**config.mk**
```make
export PLATFORM = sky130hd
export DESIGN_NAME = control_unit
export DESIGN_NICKNAME = d
export VERILOG_FILES = /design/src/rtl/control_pkg.sv /design/src/rtl/control_unit_alu_decoder.sv /design/src/rtl/control_unit.sv
export SDC_FILE = /design/constraint.sdc
export NUM_CORES = 1
export LEC_CHECK = 0
export CORE_AREA = 5 5 42 44
export DETAILED_ROUTE_END_ITERATION = 8
export DIE_AREA = 0 0 47 49
export GPL_TIMING_DRIVEN = 0
export PLACE_DENSITY = 0.75
export RECOVER_POWER = 100
export SYNTH_ARGS = -nofsm -noshare
export SYNTH_HDL_FRONTEND = slang
export SYNTH_SLANG_ARGS = --single-unit
```
**constraint.sdc**
```tcl
create_clock -name clk -period 1.9 [get_ports clk]
set_input_delay 0.285 -clock clk [delete_from_list [all_inputs] [get_ports clk]]
set_output_delay 0.285 -clock clk [all_outputs]
set_load 0.01 [all_outputs]
```
**src/rtl/control_pkg.sv**
```systemverilog
// control_pkg: opcode, func and ALU-control encodings shared by the decoder blocks.
package control_pkg;
  localparam logic [5:0] OP_RTYPE = 6'b000000;
  localparam logic [5:0] OP_ADDI  = 6'b001000;
  localparam logic [5:0] OP_SLTI  = 6'b001010;
  localparam logic [5:0] OP_ANDI  = 6'b001100;
  localparam logic [5:0] OP_ORI   = 6'b001101;
  localparam logic [5:0] OP_XORI  = 6'b001110;
  localparam logic [5:0] FN_ADD = 6'b100000;
  localparam logic [5:0] FN_SUB = 6'b100010;
  localparam logic [5:0] FN_AND = 6'b100100;
  localparam logic [5:0] FN_OR  = 6'b100101;
  localparam logic [5:0] FN_XOR = 6'b100110;
  localparam logic [5:0] FN_NOR = 6'b100111;
  localparam logic [5:0] FN_SLT = 6'b101010;
  localparam logic [3:0] ALU_AND = 4'b0000;
  localparam logic [3:0] ALU_OR  = 4'b0001;
  localparam logic [3:0] ALU_ADD = 4'b0010;
  localparam logic [3:0] ALU_XOR = 4'b0011;
  localparam logic [3:0] ALU_SUB = 4'b0110;
  localparam logic [3:0] ALU_SLT = 4'b0111;
  localparam logic [3:0] ALU_NOR = 4'b1100;
endpackage

```
**src/rtl/control_unit_alu_decoder.sv**
```systemverilog
// alu_decoder: combinational Opcode/Func to ALU operation; flags unsupported encodings.
module alu_decoder
  import control_pkg::*;
(
  input  logic [5:0] Opcode,
  input  logic [5:0] Func,
  output logic [3:0] ALUControl,
  output logic       alu_illegal
);
  // Illegal encodings leave ALUControl at ALU_AND (0000).
  always_comb begin
    ALUControl  = ALU_AND;
    alu_illegal = 1'b0;
    case (Opcode)
      OP_RTYPE:
        case (Func)
          FN_ADD:  ALUControl = ALU_ADD;
          FN_SUB:  ALUControl = ALU_SUB;
          FN_AND:  ALUControl = ALU_AND;
          FN_OR:   ALUControl = ALU_OR;
          FN_XOR:  ALUControl = ALU_XOR;
          FN_NOR:  ALUControl = ALU_NOR;
          FN_SLT:  ALUControl = ALU_SLT;
          default: alu_illegal = 1'b1;
        endcase
      OP_ADDI: ALUControl = ALU_ADD;
      OP_SLTI: ALUControl = ALU_SLT;
      OP_ANDI: ALUControl = ALU_AND;
      OP_ORI:  ALUControl = ALU_OR;
      OP_XORI: ALUControl = ALU_XOR;
      default: alu_illegal = 1'b1;
    endcase
  end
endmodule

```
**src/rtl/control_unit.sv**
```systemverilog
// control_unit: registered main + ALU decoder; datapath controls follow the sampled instruction by one cycle.
module control_unit
  import control_pkg::*;
(
  input  logic       clk,
  input  logic       rst,
  input  logic [5:0] Opcode,
  input  logic [5:0] Func,
  input  logic       in_valid,
  output logic       ALUSrc,
  output logic       RegDst,
  output logic       RegWrite,
  output logic [3:0] ALUControl,
  output logic       out_valid,
  output logic       illegal
);
  logic [3:0] w_alu;
  logic       w_ill;
  logic       w_rtype;
  logic       r_alusrc, r_regdst, r_regwrite, r_valid, r_ill;
  logic [3:0] r_alu;
  alu_decoder u_alu_dec (
    .Opcode      (Opcode),
    .Func        (Func),
    .ALUControl  (w_alu),
    .alu_illegal (w_ill)
  );
  assign w_rtype = Opcode == OP_RTYPE;
  // Datapath selects hold across invalid cycles; write/valid/illegal strobes drop.
  always_ff @(posedge clk or posedge rst) begin
    if (rst) begin
      r_alusrc   <= 1'b0;
      r_regdst   <= 1'b0;
      r_regwrite <= 1'b0;
      r_alu      <= ALU_AND;
      r_valid    <= 1'b0;
      r_ill      <= 1'b0;
    end else begin
      r_valid    <= in_valid;
      r_regwrite <= in_valid & ~w_ill;
      r_ill      <= in_valid & w_ill;
      if (in_valid) begin
        r_alusrc <= ~w_ill & ~w_rtype;
        r_regdst <= ~w_ill & w_rtype;
        r_alu    <= w_alu;
      end
    end
  end
  assign ALUSrc     = r_alusrc;
  assign RegDst     = r_regdst;
  assign RegWrite   = r_regwrite;
  assign ALUControl = r_alu;
  assign out_valid  = r_valid;
  assign illegal    = r_ill;
endmodule

```
==> run summary <==
Status: finished clean
Crit. End Element: flip-flop
Detailed Place HPWL: 930 um
Height of the die: 49 um
Worst setup SP type: input port
Warnings, synthesis: 0
Final WL: 1080 um
Clk buf depth: 2
Crit Path Class: input port to flip-flop
Number of CTS-inserted buffers: 3
Power Total: 436 uW
Synth Register Bits: 9
Slew margin rel.: 0.779
Util after Layout: 0.577
Max stage delay on crit path: 0.61 ns
CTS sink cnt: 9
P&R area growth vs syn: 49.2%
Worst-path cell chain: dlygate4sd3_1, nor3_1, and4b_4, a21oi_1, and2_0
WL/cell: 11.2 um
Final Cycle Share: 0.854
Reg clk slew, reported paths: 0.06 ns
Clock Power Share: 0.337
FMAX: 616 MHz
Max-cap violations: 0
Final nets: 97
Tot GR Track Use: 0.117
# placed instances: 93
Post-route design area: 808 um2
Post-Place Cell Area: 792 um2
Critical Path AT: 1.78 ns
Cell variety after synth: 31
Grt ovf: 0
P_int: 328 uW
Pwr/cell area: 540 nW/um2
Commonest non-fill, non-tap cell in the layout: dlygate4sd3_1
Worst Tran Pin Value: 0.331 ns
Antenna-violating nets left: 0
# DRC: 0
DRT iter0 DRCs: 4
PostCTS Resize Cnt: 0
Sequential cell area fraction in the yosys report: 0.416
Slowest CP cell: dlygate4sd3_1
Die ar.: 2300 um2
Yosys top cell area share: 0.416
Reg2Reg Setup Slack: 1.12 ns
Worst Clk Skew: 0 ns
Final RePlAce weighted congestion: 0.764
Vias in the first global route: 465
Vias/cell: 4.96
Leakage: 0.000361 uW
N_diodes: 0
Cells after Synth: 54
# rows: 14
Port Buffer Count: 23
Worst-Skew Late Latency: 0.26 ns
Die W: 47 um
Clock H-tree levels: 1
Setup bufs post-CTS: 0
Final Hold Viols: 0
Maximum VDD drop: 0.000300 V
Most frequent cells in the layout: dlygate4sd3_1, clkdlybuf4s50_1, dfrtp_1
Ranking of synthesized cells by area: dfrtp_1, a2111oi_4, inv_1
Mapped Area: 542 um2
Avg Inst Size Synth: 10.0 um2
CTS tree: built
RSZ-0062 raised after global routing: false
Post-synth top area cell: dfrtp_1
Root Driver: clkbuf_4
Hold WC Path Type: input port to asynchronous set/reset pin
# hold bufs at CTS: 0
Minimum clock period: 1.62 ns
CP delay by family, top: simple AND/OR/NAND/NOR gates
Post-synth net total: 69
Setup TNS: 0 ns
Largest net degree at the start of global routing: 11
Boundary Pins: 24
First-pass GRT wire length: 1950 um
Crit-path max FO: 4
Sequential power share: 0.456
Via Count: 481
Layout cell share with drive strength beyond 1: 0.111
Logic pwr share: 0.207
Final instance count without filler cells: 97
Sw Share: 0.248
Critical path data required time: 2.05 ns
Max-slew violations: 0
Psw: 108 uW
Core Footprint: 1400 um2
Initial core utilization: 0.387
Buffer and inverter count on the worst path: 1
Setup violations, final: 0
First-pass iteration count of the detailed router: 2
Antenna violations before repair: 0
[cells by family after synthesis]
kind of cell / Yosys count / synth area share
AND/OR/NAND/NOR: 22 / 0.279
AO/OA/AOI/OAI: 13 / 0.199
flip-flops: 9 / 0.416
buffers and inverters: 7 / 0.0508
multiplexers: 2 / 0.0393
XOR/XNOR: 1 / 0.0162
[cells in the mapped netlist]
master	instances
nand2_1	2
nand3b_1	1
nand2b_1	2
o21bai_1	1
a21oi_1	2
nor2_1	2
a21o_2	1
and2_1	1
a2111oi_4	1
o22ai_1	2
mux2_2	1
xnor2_1	1
inv_1	6
nand3_1	4
a31oi_1	1
nor3_2	1
o32ai_1	1
and2b_1	1
dfrtp_1	9
nor3b_2	1
o21ai_0	2
buf_2	1
or2b_1	1
nand4_1	1
nand2b_4	1
and3_1	1
a21oi_2	1
mux2i_1	1
nor2b_1	2
a22oi_1	1
and4b_4	1
[power groups by stage]
stage | logic (uW) | registers [uW] | clock network, uW
6_report | 90.3 | 199 | 147
3_3_place_gp | 95.0 | 202 | 0
5_1_grt | 100 | 199 | 173
4_1_cts | 96.3 | 199 | 155
2_1_floorplan | 35.4 | 206 | 0
3_5_place_dp | 96.1 | 203 | 0
[layout make-up]
cell class | count | area (um2)
clock buffers | 4 | 26.3
well taps | 16 | 20.0
flip-flops and latches | 9 | 225
repair buffers | 23 | 230
fillers | 130 | 593
plain buffers | 1 | 3.75
multi-input cells | 38 | 280
inverters | 6 | 22.5
[state kept, by name, summed over array words and instances (netlist names)]
| name | flops |
|---|---|
| RegWrite | 1 |
| out_valid | 1 |
| illegal | 1 |
| RegDst | 1 |
| ALUControl | 4 |
| ALUSrc | 1 |
[stage by stage]
stage	setup slack (ns)	hold slack (ns)
6_report	0.277	0.405
3_3_place_gp	0.199	0.483
3_5_place_dp	0.201	0.495
5_1_grt	0.209	0.437
2_1_floorplan	0.799	0.113
4_1_cts	0.444	0.271
[final timing paths]
path | startpoint | depth (start not counted) | end
max in group asynchronous | rst | 2 | ALUControl[2]
worst max register to register | ALUControl[3] | 2 | ALUControl[3]
worst min-delay path | rst | 2 | ALUSrc
worst max-delay path | Opcode[5] | 5 | illegal
min in group clk | ALUSrc | 1 | ALUSrc
worst min register to register | ALUSrc | 1 | ALUSrc
[metal layers]
metal	vias up	wire [um]	GRT usage
met1	212	452	0.147
met2	19	510	0.165
li1	245	-	-
met3	5	80	0.0221
met4	0	42	0.0968
met5	-	0	0
Power figures use the tool's default switching activity.
